File: src/rtl/oclib_reset_request_if.sv
// Signal bundle between a reset-cause source (master) and the reset-request
// initiator (slave).
interface oclib_reset_request_if;
   logic       swRequest;
   logic       buttonIn;
   logic       watchdogEnable;
   logic       watchdogKick;
   logic       resetDone;
   logic       causeClear;
   logic       resetRequest;
   logic       busy;
   logic [3:0] cause;
   logic [7:0] requestCount;

   modport master (
      output swRequest, buttonIn, watchdogEnable, watchdogKick, resetDone, causeClear,
      input  resetRequest, busy, cause, requestCount
   );

   modport slave (
      input  swRequest, buttonIn, watchdogEnable, watchdogKick, resetDone, causeClear,
      output resetRequest, busy, cause, requestCount
   );
endinterface

File: src/rtl/oclib_reset_request.sv
// Reset-request initiator: merges reset causes into one clean, fixed-width request
// and waits for reset-done. Watchdog cause is built only with OCLIB_RESET_REQUEST_WATCHDOG_EN.
module oclib_reset_request #(
   parameter int RequestCycles     = 16,
   parameter int HoldoffCycles     = 64,
   parameter int DoneTimeoutCycles = 4096,
   parameter int DebounceCycles    = 1024,
   parameter int WatchdogCycles    = 1048576,
   parameter int SyncCycles        = 3,
   parameter int ButtonActiveLow   = 1,
   parameter int RequestActiveLow  = 0
) (
   input logic                    clock,
   input logic                    reset,
   oclib_reset_request_if.slave   rr
);

   localparam int ReqW  = (RequestCycles     > 1) ? $clog2(RequestCycles)     : 1;
   localparam int HoldW = (HoldoffCycles     > 1) ? $clog2(HoldoffCycles)     : 1;
   localparam int DoneW = (DoneTimeoutCycles > 1) ? $clog2(DoneTimeoutCycles) : 1;
   localparam int DebW  = (DebounceCycles    > 1) ? $clog2(DebounceCycles)    : 1;

   localparam logic [ReqW-1:0]  ReqLast   = ReqW'(RequestCycles - 1);
   localparam logic [HoldW-1:0] HoldLast  = HoldW'(HoldoffCycles - 1);
   localparam logic [DoneW-1:0] DoneLast  = DoneW'(DoneTimeoutCycles - 1);
   localparam logic [DebW-1:0]  DebMax    = DebW'(DebounceCycles - 1);
   localparam logic [DebW-1:0]  DebStable = DebW'(DebounceCycles - 2);

   localparam logic BtnReleasedRaw = (ButtonActiveLow != 0);
   localparam logic ReqInactive    = (RequestActiveLow != 0);

   typedef enum logic [1:0] {
      IDLE,
      ASSERT,
      WAIT_DONE,
      HOLDOFF
   } state_t;

   // Internal reset: asserts with reset, releases two clocks after it.
   logic [1:0] rst_pipe;
   logic       rst_int;

   // NOTE: sequential state uses non-blocking assignments so every flop samples
   // the pre-edge value of the others; blocking here would create order races.
   always_ff @(posedge clock or posedge reset) begin
      if (reset) rst_pipe <= 2'b11;
      else       rst_pipe <= {rst_pipe[0], 1'b0};
   end
   assign rst_int = rst_pipe[1];

   // ---------------------------------------------------------------------------
   // Input synchronizers
   // ---------------------------------------------------------------------------
   logic [SyncCycles-1:0] btn_sync;
   logic [SyncCycles-1:0] done_sync;
   logic                  btn_pressed;
   logic                  done_s;

   always_ff @(posedge clock or posedge rst_int) begin
      if (rst_int) begin
         btn_sync  <= {SyncCycles{BtnReleasedRaw}};
         done_sync <= '0;
      end else begin
         btn_sync  <= {btn_sync[SyncCycles-2:0], rr.buttonIn};
         done_sync <= {done_sync[SyncCycles-2:0], rr.resetDone};
      end
   end

   assign btn_pressed = btn_sync[SyncCycles-1] ^ BtnReleasedRaw;
   assign done_s      = done_sync[SyncCycles-1];

   // ---------------------------------------------------------------------------
   // Button debouncer: deb_cnt holds (run length - 1) of the current level.
   // ---------------------------------------------------------------------------
   logic            deb_level;
   logic            deb_armed;
   logic [DebW-1:0] deb_cnt;
   logic            deb_stable;
   logic            press_evt;

   assign deb_stable = (btn_pressed == deb_level) && (deb_cnt >= DebStable);
   assign press_evt  = deb_armed && deb_stable && deb_level;

   always_ff @(posedge clock or posedge rst_int) begin
      if (rst_int) begin
         deb_level <= 1'b0;
         deb_cnt   <= '0;
         deb_armed <= 1'b1;
      end else begin
         if (btn_pressed != deb_level) begin
            deb_level <= btn_pressed;
            deb_cnt   <= '0;
         end else if (deb_cnt != DebMax) begin
            deb_cnt <= deb_cnt + 1'b1;
         end

         if (press_evt)
            deb_armed <= 1'b0;
         else if (!deb_armed && deb_stable && !deb_level)
            deb_armed <= 1'b1;
      end
   end

   // ---------------------------------------------------------------------------
   // Watchdog
   // ---------------------------------------------------------------------------
   logic wd_expire;

`ifdef OCLIB_RESET_REQUEST_WATCHDOG_EN
   localparam int             WdW    = (WatchdogCycles > 1) ? $clog2(WatchdogCycles) : 1;
   localparam logic [WdW-1:0] WdLast = WdW'(WatchdogCycles - 1);

   logic [WdW-1:0] wd_cnt;

   // A kick in the expiry cycle suppresses the expiry.
   assign wd_expire = rr.watchdogEnable && !rr.watchdogKick && (wd_cnt == WdLast);

   always_ff @(posedge clock or posedge rst_int) begin
      if (rst_int)
         wd_cnt <= '0;
      else if (!rr.watchdogEnable || rr.watchdogKick || wd_expire)
         wd_cnt <= '0;
      else
         wd_cnt <= wd_cnt + 1'b1;
   end
`else
   logic unused_wd;

   assign unused_wd = rr.watchdogEnable ^ rr.watchdogKick;
   assign wd_expire = 1'b0;
`endif

   // ---------------------------------------------------------------------------
   // Sequencer
   // ---------------------------------------------------------------------------
   state_t           state_q;
   state_t           state_d;
   logic [ReqW-1:0]  req_cnt;
   logic [DoneW-1:0] done_cnt;
   logic [HoldW-1:0] hold_cnt;
   logic             pending_q;
   logic             done_seen_low_q;
   logic             req_q;
   logic [3:0]       cause_q;
   logic [3:0]       cause_d;
   logic [7:0]       count_q;
   logic             trigger;
   logic             start_seq;
   logic             timeout_evt;

   assign trigger = rr.swRequest || press_evt || wd_expire;

   // NOTE: every signal driven here gets a default before the case statement,
   // so no path leaves it unassigned and no latch is inferred.
   always_comb begin
      state_d     = state_q;
      start_seq   = 1'b0;
      timeout_evt = 1'b0;

      case (state_q)
         IDLE: begin
            if (trigger || pending_q) begin
               state_d   = ASSERT;
               start_seq = 1'b1;
            end
         end
         ASSERT: begin
            if (req_cnt == ReqLast) state_d = WAIT_DONE;
         end
         WAIT_DONE: begin
            if (done_s && done_seen_low_q) begin
               state_d = HOLDOFF;
            end else if (done_cnt == DoneLast) begin
               state_d     = HOLDOFF;
               timeout_evt = 1'b1;
            end
         end
         HOLDOFF: begin
            if (hold_cnt == HoldLast) state_d = IDLE;
         end
         default: state_d = IDLE;
      endcase
   end

   // A cause set in the same cycle as causeClear survives the clear.
   always_comb begin
      cause_d = rr.causeClear ? 4'b0000 : cause_q;
      cause_d = cause_d | {timeout_evt, wd_expire, press_evt, rr.swRequest};
   end

   always_ff @(posedge clock or posedge rst_int) begin
      if (rst_int) begin
         state_q         <= IDLE;
         req_cnt         <= '0;
         done_cnt        <= '0;
         hold_cnt        <= '0;
         pending_q       <= 1'b0;
         done_seen_low_q <= 1'b0;
         req_q           <= 1'b0;
         cause_q         <= '0;
         count_q         <= '0;
      end else begin
         state_q <= state_d;
         cause_q <= cause_d;
         req_q   <= (state_d == ASSERT);

         // Phase counters run only while the phase persists, so they never wrap.
         req_cnt  <= (state_q == ASSERT    && state_d == ASSERT)    ? req_cnt  + 1'b1 : '0;
         done_cnt <= (state_q == WAIT_DONE && state_d == WAIT_DONE) ? done_cnt + 1'b1 : '0;
         hold_cnt <= (state_q == HOLDOFF   && state_d == HOLDOFF)   ? hold_cnt + 1'b1 : '0;

         if (state_q == HOLDOFF && trigger)
            pending_q <= 1'b1;
         else if (start_seq)
            pending_q <= 1'b0;

         if (state_q == IDLE)
            done_seen_low_q <= 1'b0;
         else if ((state_q == ASSERT || state_q == WAIT_DONE) && !done_s)
            done_seen_low_q <= 1'b1;

         if (start_seq && count_q != 8'hFF)
            count_q <= count_q + 1'b1;
      end
   end

   // Request comes straight from a flop, so it is glitch-free and drops with reset.
   assign rr.resetRequest = req_q ^ ReqInactive;
   assign rr.busy         = (state_q != IDLE);
   assign rr.cause        = cause_q;
   assign rr.requestCount = count_q;

endmodule

File: src/flat_wrapper.sv
// flat-port wrapper written by rule: the top's interface ports become plain ports
module oclib_reset_request_flat 
#(
   parameter int RequestCycles     = 16,
   parameter int HoldoffCycles     = 64,
   parameter int DoneTimeoutCycles = 4096,
   parameter int DebounceCycles    = 1024,
   parameter int WatchdogCycles    = 1048576,
   parameter int SyncCycles        = 3,
   parameter int ButtonActiveLow   = 1,
   parameter int RequestActiveLow  = 0
)
  (clock, reset, rr_swRequest, rr_buttonIn, rr_watchdogEnable, rr_watchdogKick, rr_resetDone, rr_causeClear, rr_resetRequest, rr_busy, rr_cause, rr_requestCount);
  oclib_reset_request_if rr_i ();
  input logic clock;
  input logic reset;
  input wire logic [$bits(rr_i.swRequest)-1:0] rr_swRequest;
  input wire logic [$bits(rr_i.buttonIn)-1:0] rr_buttonIn;
  input wire logic [$bits(rr_i.watchdogEnable)-1:0] rr_watchdogEnable;
  input wire logic [$bits(rr_i.watchdogKick)-1:0] rr_watchdogKick;
  input wire logic [$bits(rr_i.resetDone)-1:0] rr_resetDone;
  input wire logic [$bits(rr_i.causeClear)-1:0] rr_causeClear;
  output wire logic [$bits(rr_i.resetRequest)-1:0] rr_resetRequest;
  output wire logic [$bits(rr_i.busy)-1:0] rr_busy;
  output wire logic [$bits(rr_i.cause)-1:0] rr_cause;
  output wire logic [$bits(rr_i.requestCount)-1:0] rr_requestCount;
  assign rr_i.swRequest = rr_swRequest;
  assign rr_i.buttonIn = rr_buttonIn;
  assign rr_i.watchdogEnable = rr_watchdogEnable;
  assign rr_i.watchdogKick = rr_watchdogKick;
  assign rr_i.resetDone = rr_resetDone;
  assign rr_i.causeClear = rr_causeClear;
  assign rr_resetRequest = rr_i.resetRequest;
  assign rr_busy = rr_i.busy;
  assign rr_cause = rr_i.cause;
  assign rr_requestCount = rr_i.requestCount;
  oclib_reset_request #(.RequestCycles(RequestCycles), .HoldoffCycles(HoldoffCycles), .DoneTimeoutCycles(DoneTimeoutCycles), .DebounceCycles(DebounceCycles), .WatchdogCycles(WatchdogCycles), .SyncCycles(SyncCycles), .ButtonActiveLow(ButtonActiveLow), .RequestActiveLow(RequestActiveLow)) u_core (.clock(clock), .reset(reset), .rr(rr_i));
endmodule
File: config.mk
export PLATFORM = sky130hd
export DESIGN_NAME = oclib_reset_request_flat
export DESIGN_NICKNAME = d
export VERILOG_FILES = /design/src/rtl/oclib_reset_request_if.sv /design/src/rtl/oclib_reset_request.sv /design/src/flat_wrapper.sv
export SDC_FILE = /design/constraint.sdc
export NUM_CORES = 1
export LEC_CHECK = 0
export BUFFER_PORTS_ARGS = -buffer_cell sky130_fd_sc_hd__buf_2
export CAP_MARGIN = 10
export CORE_UTILIZATION = 50
export CTS_CLUSTER_DIAMETER = 50
export CTS_CLUSTER_SIZE = 8
export DETAILED_ROUTE_END_ITERATION = 6
export PLACE_DENSITY = 0.76
export SYNTH_ARGS = -nofsm -noshare
export SYNTH_HDL_FRONTEND = slang
export SYNTH_SLANG_ARGS = --single-unit
export TNS_END_PERCENT = 20
File: constraint.sdc
create_clock -name clock -period 2.5 [get_ports clock]
set_input_delay 0.125 -clock clock [delete_from_list [all_inputs] [get_ports clock]]
set_output_delay 0.125 -clock clock [all_outputs]
set_load 0.03 [all_outputs]
After elaboration in Yosys (flattened, before gate mapping)
Index checks and enable logic that the tools add are counted.
{"block": "op_classes", "add_sub_neg": 5, "magnitude_cmp": 1, "eq_ne": 13, "mux": 23, "n_bitwise": 2, "n_reduce_logical": 24}
{"operator": "2-to-1 mux 10 bit", "n": 2}
{"operator": "adder 12 x 1 -> 12 bit (second input constant)", "n": 1}
{"operator": "== test 12 bit (second input constant)", "n": 1}
{"operator": "logical AND 1 bit", "n": 12}
{"operator": "2-to-1 mux 12 bit", "n": 1}
{"operator": "2-to-1 mux 1 bit", "n": 11}
{"operator": "adder 10 x 1 -> 10 bit (second input constant)", "n": 1}
{"operator": ">= comparator 10 bit (second input constant)", "n": 1}
{"operator": "2-to-1 mux 2 bit", "n": 5}
{"operator": "inequality test 10 bit (second input constant)", "n": 1}
{"operator": "nonzero test 2 bit", "n": 5}
{"operator": "adder 8 x 1 -> 8 bit (second input constant)", "n": 1}
{"operator": "== test 2 bit (second input constant)", "n": 4}
{"operator": "2-to-1 mux 4 bit", "n": 2}
{"operator": "inequality test 8 bit (second input constant)", "n": 1}
{"operator": "one-hot mux 2 bit (4 select lines)", "n": 1}
{"operator": "adder 6 x 1 -> 6 bit (second input constant)", "n": 1}
{"operator": "== test 6 bit (second input constant)", "n": 1}
{"operator": "2-to-1 mux 6 bit", "n": 1}
{"operator": "adder 4 x 1 -> 4 bit (second input constant)", "n": 1}
{"operator": "== test 2 x 1 -> 1 bit (second input constant)", "n": 2}
{"operator": "== test 4 bit (second input constant)", "n": 1}
{"operator": "bitwise OR 4 bit", "n": 1}
{"operator": "zero test 1 bit", "n": 3}
{"operator": "5 further kinds", "n": 7}
{"block": "totals", "register_bits": 59, "inputBits": 8, "out_inout_bits": 14, "word_cells": 83}

Longest topological paths before layout
{"block": "depth", "depth_word": 12, "ltp_mapped": 9, "mapped_depth_nobuf": 7}

Worst setup path before layout
OpenSTA, ideal clock, no wires.
{"block": "synth_path", "path_type": "reg2reg", "from": "reg u_core.deb_cnt[0]", "to": "reg u_core.count_q[1] (netlist: u_core.rr.requestCount[1])", "setup_ns": 0.128, "arrival_time_ns": 1.969, "required_ns": 2.372, "slack_ns": 0.403, "stages_incl_launch_ff": 9, "n_path_buf": 1, "cell_sequence": "dfrtp_1 inv_1 ha_1 o211ai_1 or4_1 buf_2 o21a_4 nor2_1 mux2_1"}
{"block": "synth_via", "elab_chain_cells": 9}
{"item": "from (decl)", "line": "oclib_reset_request.sv:77", "text": "logic [DebW-1:0] deb_cnt;"}
{"item": "from (signal assigned)", "line": "oclib_reset_request.sv:94", "text": "deb_cnt <= deb_cnt + 1'b1;"}
{"item": ">= comparator 10 bit", "line": "oclib_reset_request.sv:81", "text": "assign deb_stable = (btn_pressed == deb_level) && (deb_cnt >= DebStable);"}
{"item": "logical AND 1 bit", "line": "oclib_reset_request.sv:81"}
{"item": "logical AND 1 bit (2 in a row)", "line": "oclib_reset_request.sv:82", "text": "assign press_evt = deb_armed && deb_stable && deb_level;"}
{"item": "logical OR 1 bit", "line": "oclib_reset_request.sv:151", "text": "assign trigger = rr.swRequest || press_evt || wd_expire;"}
{"item": "logical OR 1 bit", "line": "oclib_reset_request.sv:162", "text": "if (trigger || pending_q) begin"}
{"item": "2-to-1 mux 1 bit", "line": "oclib_reset_request.sv:162"}
{"item": "2-to-1 mux 1 bit", "line": "oclib_reset_request.sv:160", "text": "case (state_q)"}
{"item": "logical AND 1 bit", "line": "oclib_reset_request.sv:222", "text": "if (start_seq && count_q != 8'hFF)"}
{"item": "to (signal assigned)", "line": "oclib_reset_request.sv:223", "text": "count_q <= count_q + 1'b1;"}
{"item": "to (decl)", "line": "oclib_reset_request.sv:146", "text": "logic [7:0] count_q;"}
No other way between the ends.
A chain may end at the register's enable or synchronous reset.

Final worst setup path
{"block": "layout_path", "from": "reg u_core.deb_cnt[5]", "to": "reg u_core.count_q[1] (netlist: u_core.rr.requestCount[1])"}
Same word-level chain as after synthesis.

==> flow_summary.toml <==
[global_route]
grt_max_degree = 48
grt_use_met3_pct = 7.804
gr-total-overflow = 0
use_met2_pct = 27.73
met1_usage_pct = 23.38
grt_usage_pct = 18.46
grt_pass1_wl_um = 7576
antenna_found_initial = 0
grt_pass1_vias = 1702
grt-busiest-layer = "met2"

[worst_hold_path]
whs_endpoint = "u_core.rr.cause[0]$_DFF_PP0_"
hp-class = "in -> reg"
hp-start = "rr_swRequest"
holdPathStages = 2

[pwr]
internal-power_w = 0.001907
p_total_w = 0.002809
p_leak_nw = 1.370
p_comb_share_pct = 22.5
irDropWorstVdd_mv = 0.4521
pwr-share-clk_pct = 36.1
p_seq_share_pct = 41.4
net-switching-power_w = 0.0009025
swShare_pct = 32.12
pwr_density_cell_mw_per_mm2 = 889.6

[clock_tree]
path_clk_slew_ns = 0.06
clock_latency_ns = 0.34
clk_path_buf_depth = 2
post-cts-setup-buffers = 0
postCtsHoldBufs = 4
cts.root.buffer_cell = "clkbuf_8"
cts_resized = 0
cts_tree = "done"
htree_levels = 3
numCtsBuffers = 9
cts.sinks = 58

[layout]
area_growth_pct = 16.05
antenna_cells = 0
fin_nets = 301
drive_gt1_share_pct = 17.01
final_util_pct = 61.05

[drt]
wl_per_cell_um = 12.78
vias = 1871
drc = 0
ant_nets = 0
firstDrtPassIters = 4
wirelength_um = 4576
first_iter_violations = 84
viasPerCell = 5.226

[critical_path]
crit_required_ns = 2.72
crit_start = "u_core.deb_cnt[5]$_DFFE_PP0P_"
cp.arrival_ns = 2.48
slowest_stage = "or4_1"
worstPathMaxFanout = 7
r2r_start = "u_core.deb_cnt[5]$_DFFE_PP0P_"
path_delay_family = "simple AND/OR/NAND/NOR gates"
r2r-end = "u_core.rr.requestCount[1]$_DFFE_PP0P_"
slowest_delay_ns = 0.68
path_buf_inv = 0
r2r_cells = 5
r2r_setup_slack_ns = 0.24
end_kind = "register"
worstSetupPathType = "reg -> reg"
worstSetupStartpointType = "register"
crit_path_cell_trace = "nand4_2, or4_1, o21a_4, nor2_1, mux2_1"

[timing]
fin_crit_sh_pct = 90.52
slew_headroom_pct = 45.78
period_minus_slack_ns = 2.263
tns_ns = 0
tightest_slew_ns = 0.8074
hold_slack_ns = 0.03267
skew_ns = 0.008809
rsz0062_at_grt = "no"
drv_slew = 0
finalHoldViolCount = 0
setup_violations = 0
max_freq_mhz = 441.9

[yosys]
ys.flop_type = "dfrtp_1"
synth-seq-cells = 58
syn-cell-area_mm2 = 0.002721
synth_edf_count = 0
synth_largest_area_cell = "dfrtp_1"
postSynthAreaPerCell_um2 = 10.76
synth_top_area_share_pct = 47.82
synthCells = 253
synth_area_leaders = "dfrtp_1, xor2_1, dfstp_2"
ys_seq_area_share_pct = 53.61
yosys_warnings = 0
async_reset_ff_share_pct = 100.0
yosysMostFrequentCell = "dfrtp_1"
synth_cell_types = 50
synthTopCellsByCount = "dfrtp_1, nor2_1, xor2_1"

[die]
die_area_mm2 = 0.005742
ioPinCount = 22
row_count = 26
start_util_pct = 52.61
die_w_um = 75.78
core_area_mm2 = 0.005172
die_h_um = 75.78

[placed_design]
dp_hpwl_um = 3080
port_buffers = 18
gp_congestion = 0.7450

[status]
status = "complete, no violations"

[job]
drv_cap = 0
worst max-delay path by stage:
stage,end,slack (ns),cells after the start
2_1_floorplan,u_core.rr.requestCount[1]$_DFFE_PP0P_,0.40,8
3_3_place_gp,u_core.rr.requestCount[1]$_DFFE_PP0P_,0.30,5
3_5_place_dp,u_core.rr.requestCount[1]$_DFFE_PP0P_,0.27,7
4_1_cts,u_core.rr.requestCount[1]$_DFFE_PP0P_,0.23,7
5_1_grt,u_core.rr.requestCount[1]$_DFFE_PP0P_,0.1,7
6_report,u_core.rr.requestCount[1]$_DFFE_PP0P_,0.24,5
cells by family (layout without fill, tap and decap cells):
logic type               after synthesis  in the layout  synth area share [%]
multiplexers                           2              2                0.7816
other                                  1              2                0.1378
flip-flops                            58             58                 53.61
buffers and inverters                 17             51                 2.574
AND/OR/NAND/NOR                      104            104                 20.28
adder cells (fa/ha/maj)               10             10                 4.598
AO/OA/AOI/OAI                         32             32                 8.689
XOR/XNOR                              29             29                 9.333
power groups by stage:
stage	registers (W)	clock network, W	logic [W]
floorplan	0.00128	0	0.000357
global placement	0.00117	0	0.000616
detailed placement	0.00118	0	0.000627
CTS	0.00116	0.00104	0.000639
global route	0.00118	0.00108	0.000698
finish	0.00116	0.00101	0.000633
area by class of cell:
type,count,area (um^2)
fillers,432,2014
flip-flops and latches,58,1459
multi-input cells,179,1196
repair buffers,23,137.6
clock buffers,10,127.6
clock inverters,6,105.1
well taps,70,87.58
inverters,12,45.04
flip-flops by register name (all words and copies together) (netlist names):
signal and cells:
u_core.done_sync 3, u_core.rr.resetRequest 1, u_core.done_seen_low_q 1, u_core.deb_cnt 10
u_core.deb_level 1, u_core.req_cnt 4, u_core.state_q 2, u_core.rst_pipe 2
u_core.btn_sync 3, u_core.hold_cnt 6, u_core.deb_armed 1, u_core.rr.requestCount 8
u_core.rr.cause 3, u_core.done_cnt 12, u_core.pending_q 1
metal layers:
| metal | part of all wire (%) | vias up |
|---|---|---|
| met2 | 45 | 33 |
| li1 | - | 946 |
| met4 | 2.0 | 0 |
| met1 | 49 | 882 |
| met3 | 4.2 | 10 |
| met5 | 0 | - |
through the flow:
step | cell area [um^2] | cells | setup WS, ns
after floorplan | 2725 | 254 | 0.4033
after global placement | 2885 | 338 | 0.3025
after detailed placement | 2885 | 338 | 0.2702
after CTS | 3158 | 358 | 0.2255
after global routing | 3158 | 358 | 0.09870
final | 3158 | 358 | 0.2370
cell usage in the layout (no fill, tap or decap), types with 4 or more instances in the layout:
master	n
nor3_1	16
dfstp_2	6
dfrtp_1	52
nor2_1	29
nor3b_1	4
a31oi_1	4
xnor2_1	10
nand3_1	15
buf_2	18
a21o_1	4
inv_1	11
nand2_1	17
xor2_1	19
dlygate4sd3_1	4
clkbuf_8	9
ha_1	10
nand4_1	4
Note: power is estimated with default switching activity, not from simulation.
